$ cat config.mk
export PLATFORM = sky130hd
export DESIGN_NAME = relobi_outstanding_limiter
export DESIGN_NICKNAME = d
export VERILOG_FILES = /design/src/rtl/relobi_outstanding_limiter.sv
export SDC_FILE = /design/constraint.sdc
export NUM_CORES = 1
export LEC_CHECK = 0
export CAP_MARGIN = 20
export CORE_AREA = 3 3 82 84
export CTS_CLUSTER_DIAMETER = 40
export CTS_CLUSTER_SIZE = 25
export DETAILED_ROUTE_END_ITERATION = 6
export DIE_AREA = 0 0 85 87
export GPL_ROUTABILITY_DRIVEN = 0
export GPL_TIMING_DRIVEN = 0
export PLACE_DENSITY = 0.77
export SYNTH_ARGS = -nofsm -noshare
export SYNTH_HDL_FRONTEND = slang
export SYNTH_SLANG_ARGS = --single-unit
$ cat constraint.sdc
create_clock -name clk_i -period 3.8 [get_ports clk_i]
set_clock_uncertainty 0.05 [all_clocks]
set_input_delay 0.76 -clock clk_i [delete_from_list [all_inputs] [get_ports clk_i]]
set_output_delay 0.76 -clock clk_i [all_outputs]
set_load 0.1 [all_outputs]
$ cat src/rtl/relobi_outstanding_limiter.sv
// Caps the number of outstanding OBI transactions between an upstream port and a cut stage.
// The outstanding count is triplicated and majority-voted so one upset replica is scrubbed every cycle.
module relobi_outstanding_limiter #(
  parameter int unsigned MaxTrans  = 4,
  parameter int unsigned AddrWidth = 32,
  parameter int unsigned DataWidth = 32
) (
  input  logic                   clk_i,
  input  logic                   rst_i,
  input  logic                   sbr_req_i,
  input  logic [AddrWidth-1:0]   sbr_addr_i,
  input  logic                   sbr_we_i,
  input  logic [DataWidth/8-1:0] sbr_be_i,
  input  logic [DataWidth-1:0]   sbr_wdata_i,
  output logic                   sbr_gnt_o,
  output logic                   sbr_rvalid_o,
  output logic [DataWidth-1:0]   sbr_rdata_o,
  output logic                   sbr_err_o,
  input  logic                   sbr_rready_i,
  output logic                   mgr_req_o,
  output logic [AddrWidth-1:0]   mgr_addr_o,
  output logic                   mgr_we_o,
  output logic [DataWidth/8-1:0] mgr_be_o,
  output logic [DataWidth-1:0]   mgr_wdata_o,
  input  logic                   mgr_gnt_i,
  input  logic                   mgr_rvalid_i,
  input  logic [DataWidth-1:0]   mgr_rdata_i,
  input  logic                   mgr_err_i,
  output logic                   mgr_rready_o,
  output logic                   idle_o,
  output logic [1:0]             fault_o
);

  localparam int unsigned         CntWidth = $clog2(MaxTrans + 1);
  localparam logic [CntWidth-1:0] CntMax   = CntWidth'(MaxTrans);

  logic [CntWidth-1:0] cnt_q [3];
  logic [CntWidth-1:0] cnt_d;
  logic [CntWidth-1:0] cnt_v;
  logic [1:0]          fault_q, fault_d;
  logic                full, cnt_zero, inc, dec, mismatch;

  assign cnt_v    = (cnt_q[0] & cnt_q[1]) | (cnt_q[0] & cnt_q[2]) | (cnt_q[1] & cnt_q[2]);
  assign full     = (cnt_v == CntMax);
  assign cnt_zero = (cnt_v == '0);

  assign mgr_req_o    = sbr_req_i & ~full;
  assign sbr_gnt_o    = mgr_gnt_i & ~full;
  assign mgr_addr_o   = sbr_addr_i;
  assign mgr_we_o     = sbr_we_i;
  assign mgr_be_o     = sbr_be_i;
  assign mgr_wdata_o  = sbr_wdata_i;

  assign sbr_rvalid_o = mgr_rvalid_i;
  assign sbr_rdata_o  = mgr_rdata_i;
  assign sbr_err_o    = mgr_err_i;
  assign mgr_rready_o = sbr_rready_i;

  assign inc = mgr_req_o & mgr_gnt_i;
  assign dec = mgr_rvalid_i & sbr_rready_i;

  assign idle_o  = cnt_zero;
  assign fault_o = fault_q;

  always_comb begin
    cnt_d = cnt_v;
    if (inc && !dec) begin
      cnt_d = cnt_v + CntWidth'(1);
    end else if (dec && !inc && !cnt_zero) begin
      cnt_d = cnt_v - CntWidth'(1);
    end else if (inc && dec && cnt_zero) begin
      // a response with nothing outstanding cannot retire the transaction granted this cycle
      cnt_d = CntWidth'(1);
    end
    mismatch = (cnt_q[0] != cnt_v) | (cnt_q[1] != cnt_v) | (cnt_q[2] != cnt_v);
    fault_d  = {dec & cnt_zero & ~inc, mismatch};
  end

  always_ff @(posedge clk_i) begin
    if (rst_i) begin
      cnt_q[0] <= '0;
      cnt_q[1] <= '0;
      cnt_q[2] <= '0;
      fault_q  <= 2'b00;
    end else begin
      cnt_q[0] <= cnt_d;
      cnt_q[1] <= cnt_d;
      cnt_q[2] <= cnt_d;
      fault_q  <= fault_d;
    end
  end

endmodule
==> results of run 1 <==
-- metal layers --
metal	GRT usage (%)	vias to the layer above	wire length, µm
li1	-	622	-
met1	8.727	558	1137
met2	19.21	118	2274
met3	7.190	2	827
met4	2.158	0	8
met5	0	-	0
-- kinds of logic (layout without fill, tap and decap cells) --
group | after synthesis | count (layout) | share of synthesized area, %
adder cells (fa/ha/maj) | 3 | 3 | 3.185
AND/OR/NAND/NOR | 17 | 17 | 9.449
other | 1 | 1 | 0.3182
buffers and inverters | 108 | 224 | 67.83
flip-flops | 4 | 4 | 6.794
XOR/XNOR | 1 | 1 | 0.7432
AO/OA/AOI/OAI | 18 | 18 | 11.68
-- metrics by stage --
stage / worst slack [ns] / utilization (%) / cell area [µm²] / hold WS (ns)
6_report: 0.3548 / 40.81 / 2445 / 0.5509
5_1_grt: 0.2833 / 40.81 / 2445 / 0.5907
4_1_cts: 0.3530 / 40.81 / 2445 / 0.5614
3_5_place_dp: 0.3576 / 40.12 / 2404 / 0.5511
3_3_place_gp: 0.3573 / 40.12 / 2404 / 0.5515
2_1_floorplan: 1.381 / - / 1179 / 0.4806
-- worst max-delay path by stage --
stage	to	slack, ns
after floorplan	mgr_req_o	1.38
after global placement	mgr_req_o	0.36
after detailed placement	mgr_req_o	0.36
after CTS	mgr_req_o	0.35
after global routing	mgr_req_o	0.28
final	sbr_gnt_o	0.35
-- worst max-delay path, cell delays in order --
cell	delay, ns
clkdlybuf4s50_1	0.59
and2_1	0.16
clkdlybuf4s50_1	1.13
-- synth_stat cells, drive strengths merged --
cell type	instances	area, µm²
buf	105	788.3
dfxtp	4	80.08
nand2	4	20.02
nand3	4	20.02
and2	3	21.27
ha	3	37.54
inv	3	11.26
o21ai	3	15.01
a21oi	2	10.01
a2bb2oi	2	17.52
a31oi	2	12.51
a211o	1	8.760
a211oi	1	7.510
a21boi	1	7.510
a32o	1	10.01
a41oi	1	16.27
and2b	1	10.01
and3b	1	8.760
and4b	1	10.01
conb	1	3.750
nor2b	1	6.260
nor3b	1	7.510
o211ai	1	7.510
o22ai	1	6.260
o2bb2ai	1	8.760
o311a	1	10.01
or2b	1	7.510
xnor2	1	8.760
-- cells in the final DEF, fill, tap and decap left out, types with 3 or more instances in the layout --
cell type,instances
buf_4,105
clkbuf_8,3
clkdlybuf4s50_1,113
dfxtp_1,4
ha_1,3
inv_1,3
nand3_1,4
-- power groups by stage --
stage | Clock (µW) | Sequential (µW) | Combinational, µW
6_report | 87.3 | 62.9 | 849
5_1_grt | 93.0 | 65.1 | 884
4_1_cts | 90.3 | 63.1 | 856
3_5_place_dp | 0 | 63.5 | 853
3_3_place_gp | 0 | 63.1 | 849
2_1_floorplan | 0 | 66.9 | 688
-- cell type report --
cell class | instances | share of cell area (%)
well taps | 75 | 3.838
repair buffers | 113 | 46.26
flip-flops and latches | 4 | 3.275
plain buffers | 105 | 32.24
inverters | 3 | 0.4606
clock buffers | 3 | 1.689
multi-input cells | 40 | 12.23
-- flip-flops by register name (all words and copies together) (netlist names) --
register,cells
cnt_q,3
fault_o,1
==> flow_summary_export.csv, run 1 <==
group,metric,value,unit
yosys,yosys_warnings,0,
power_and_ir_drop,vdd_ir_drop_max,0.2314,mV
setup_path,required,2.99,ns
global_routing,grt_max_degree,8,
routing,post_drt_wl_per_cell,12.38,µm
yosys,synthesis.nets,263,
cts,cts_made_buffers,3,
yosys,synthCells,152,
power_and_ir_drop,seqPwrFrac,6.3,%
die,initial_core_util,19.67,%
cts,hold_buffers,0,
placed_design,io_buffers,113,
sta,timing.setup.tns,0,ns
global_routing,antenna_found_initial,0,
die,die_h,87,µm
finish,area_growth,107.4,%
setup_path,reg2reg_slack,2.12,ns
finish,regArea,80.08,µm²
finish,stdcell_count,343,
finish,fillers,567,
power_and_ir_drop,combPwrFrac,85.0,%
power_and_ir_drop,leakage,0.001113,µW
cts,cts_buffer_depth,2,
yosys,yosys_register_bits,4,
cts,cts.reportedPaths.clkPinSlew,0.03,ns
yosys,synth_cell_types,31,
setup_path,crit_path_start_kind,"primary input",
routing,route.vias.total,1300,
yosys,yosysSeqAreaShare,6.794,%
cts,cts_setup_buffers,0,
finish,finalNetCount,381,
yosys,syn_area_per_cell,7.754,µm²
finish,multiInputGateArea,299.0,µm²
routing,drt_pass1_iterations,3,
worst_hold_path,hold_class,"reg2reg",
worst_hold_path,whs_path_depth,2,
placed_design,dp_hpwl,3928,µm
setup_path,reg2reg_from,"cnt_q[0][6]$_SDFFE_PP0P_",
power_and_ir_drop,power.density,408.5,nW/µm²
power_and_ir_drop,p_sw_share,64.24,%
sta,grt_setup_unrepaired,"false",
sta,period_needed,3.445,ns
run,cap_violations,0,
power_and_ir_drop,clkPwrFrac,8.7,%
setup_path,endpoint_kind,"output pin",
yosys,syn-cell-area,1179,µm²
global_routing,grt_pass1_vias,1298,
die,dieArea,7395,µm²
worst_hold_path,whs_endpoint,"cnt_q[0][6]$_SDFFE_PP0P_",
setup_path,crit_type,"in2out",
cts,h-tree-depth,1,
worst_hold_path,hp-start,"cnt_q[0][6]$_SDFFE_PP0P_",
cts,cts_tree,"yes",
power_and_ir_drop,p_total,998.7,µW
finish,drive_gt1_share,42.16,%
routing,first_iter_violations,9,
sta,worst_pin_slew,1.020,ns
routing,detail-route-antenna-nets,0,
cts,clockRootBuffer,"clkbuf_8",
die,core-area,5991,µm²
sta,max_freq,290.3,MHz
die,die_w,85,µm
finish,antenna_cells,0,
setup_path,critPathLaunch,"mgr_gnt_i",
global_routing,grt.total_usage,10.18,%
cts,clock-sinks,4,
setup_path,r2r-end,"cnt_q[0][7]$_SDFFE_PP0P_",
routing,drc,0,
setup_path,r2r_cells,5,
cts,clk_latency,0.21,ns
power_and_ir_drop,switchingPower,641.5,µW
setup_path,crit_arrival,2.64,ns
die,ioPinCount,217,
cts,ctsResizeCount,0,
sta,setup_viol,0,
sta,maxSlewHeadroom,31.77,%
routing,wirelength,4248,µm
outcome,outcome,"finished clean",
sta,drv_slew,0,
setup_path,critPathMaxFanout,6,
global_routing,grt_pass1_wl,6099,µm
placed_design,dpl.cell_count,340,
sta,period_share,90.66,%
die,num_rows,28,
global_routing,overflow,0,
power_and_ir_drop,p_int,357.2,µW
routing,vias_per_cell,3.790,
sta,timing.final.hold_violations,0,
Note: power is estimated with default switching activity, not from simulation.
==> run 2: changes to the inputs <==
Settings changed: RECOVER_POWER from default to 25, SLEW_MARGIN from default to 30.
==> run 2 against run 1 <==
Register-to-register slack got worse by 0.05 ns; critical path depth did not move; clock-buffer cell count stayed put; wire length increased by 0.31%; largest cell class unchanged; total power fell by 1.3%.
==> flow_summary_export.csv, run 2 (same netlist as run 1, synthesis figures left out) <==
group,metric,value,unit
outcome,outcome,"finished clean",
cts,ctsResizeCount,0,
setup_path,reg2reg_slack,2.07,ns
global_routing,grt.total_usage,10.22,%
setup_path,endpoint_kind,"output pin",
finish,fin_util,40.46,%
global_routing,grt_max_degree,8,
finish,antenna_cells,0,
placed_design,io_buffers,113,
worst_hold_path,hold_class,"reg2reg",
sta,grt_setup_unrepaired,"false",
worst_hold_path,whs_path_depth,2,
cts,cts.reportedPaths.clkPinSlew,0.03,ns
sta,timing.setup.tns,0,ns
die,ioPinCount,217,
cts,cts_buffer_depth,2,
placed_design,postPlaceCellArea,2394,µm²
finish,largest_reg_flops,3,
setup_path,crit_path_start_kind,"primary input",
finish,fin_area,2424,µm²
cts,cts_setup_buffers,0,
cts,clockRootBuffer,"clkbuf_8",
finish,final_common_cell,"buf_4",
routing,drc,0,
setup_path,crit_arrival,2.65,ns
routing,vias_per_cell,3.825,
cts,clock-sinks,4,
die,die_w,85,µm
routing,detail-route-antenna-nets,0,
setup_path,critPathMaxFanout,6,
setup_path,critPathLaunch,"sbr_req_i",
global_routing,overflow,0,
global_routing,antenna_found_initial,0,
placed_design,dpl.cell_count,340,
finish,regArea,80.08,µm²
finish,stdcell_count,343,
power_and_ir_drop,leakage,0.001111,µW
sta,worst_pin_slew,1.241,ns
worst_hold_path,hp-start,"cnt_q[0][6]$_SDFFE_PP0P_",
finish,multiInputGateArea,296.5,µm²
routing,wirelength,4261,µm
run,cap_violations,0,
finish,fillers,583,
cts,h-tree-depth,1,
finish,final_cell_mix,"buf_4 (105), clkdlybuf4s50_1 (88), dlygate4sd3_1 (22), nand3_1 (4), dfxtp_1 (4)",
cts,cts_made_buffers,3,
routing,first_iter_violations,28,
placed_design,dp_slack,0.3583,ns
finish,top_register,"cnt_q",
die,die_h,87,µm
global_routing,grt_pass1_vias,1288,
setup_path,required,2.99,ns
finish,finalNetCount,381,
die,initial_core_util,19.67,%
cts,clk_latency,0.21,ns
die,num_rows,28,
placed_design,dp_hpwl,3962,µm
routing,post_drt_wl_per_cell,12.42,µm
finish,area_growth,105.6,%
cts,cts_tree,"yes",
sta,timing.final.hold_violations,0,
setup_path,r2r-end,"cnt_q[0][7]$_SDFFE_PP0P_",
setup_path,r2r_cells,5,
finish,drive_gt1_share,41.79,%
setup_path,crit_type,"in2out",
cts,hold_buffers,0,
sta,period_needed,3.455,ns
power_and_ir_drop,power.density,406.7,nW/µm²
power_and_ir_drop,vdd_ir_drop_max,0.1946,mV
die,core-area,5991,µm²
routing,drt_pass1_iterations,4,
sta,period_share,90.92,%
global_routing,grt_pass1_wl,6147,µm
setup_path,reg2reg_from,"cnt_q[0][6]$_SDFFE_PP0P_",
sta,maxSlewHeadroom,17.65,%
routing,route.vias.total,1312,
sta,setup_viol,0,
sta,finalWorstSetupSlack,0.3449,ns
worst_hold_path,whs_endpoint,"cnt_q[0][6]$_SDFFE_PP0P_",
sta,drv_slew,0,
die,dieArea,7395,µm²
sta,max_freq,289.4,MHz
[run 2: changes by cell type in the layout (fill, tap and decap cells not counted), sizes merged]
cell and change:
clkbuf +3, clkdlybuf4s50 -25, dlygate4sd3 +22
[run 2: how the worst max path moves through the flow]
stage / end / slack [ns] / cells after the start
final: mgr_req_o / 0.34 / 3
after global routing: mgr_req_o / 0.28 / 3
after CTS: mgr_req_o / 0.35 / 3
after detailed placement: mgr_req_o / 0.36 / 3
after global placement: mgr_req_o / 0.36 / 3
after floorplan: mgr_req_o / 1.38 / 4
[run 2: layout make-up]
type | count | area share, %
plain buffers | 105 | 32.52
clock buffers | 3 | 1.704
flip-flops and latches | 4 | 3.304
inverters | 3 | 0.4646
well taps | 75 | 3.872
repair buffers | 113 | 45.90
multi-input cells | 40 | 12.24
[run 2: critical path, stage by stage]
cell and delay, ns:
clkdlybuf4s50_1 0.60, and2_1 0.16, clkdlybuf4s50_1 1.12
[run 2: power breakdown]
group	leakage (µW)	switching [µW]	internal (µW)	total, µW
Clock	0.0000216	20.6	67.4	88.0
Combinational	0.00106	610	224	834
Sequential	0.0000326	12.4	51.5	63.9
[run 2: per-layer routing]
| metal | part of all wire (%) | GRT usage [%] | vias to the layer above |
|---|---|---|---|
| li1 | - | - | 626 |
| met1 | 27 | 8.840 | 560 |
| met2 | 53 | 19.49 | 124 |
| met3 | 19 | 7.096 | 2 |
| met4 | 0.33 | 1.727 | 0 |
| met5 | 0 | 0 | - |
[run 2: through the flow]
step / hold slack (ns) / power [µW]
floorplan: 0.4806 / 754.5
global placement: 0.5515 / 911.9
detailed placement: 0.5704 / 910.4
CTS: 0.5712 / 1000
global route: 0.5980 / 1029
finish: 0.5752 / 985.6
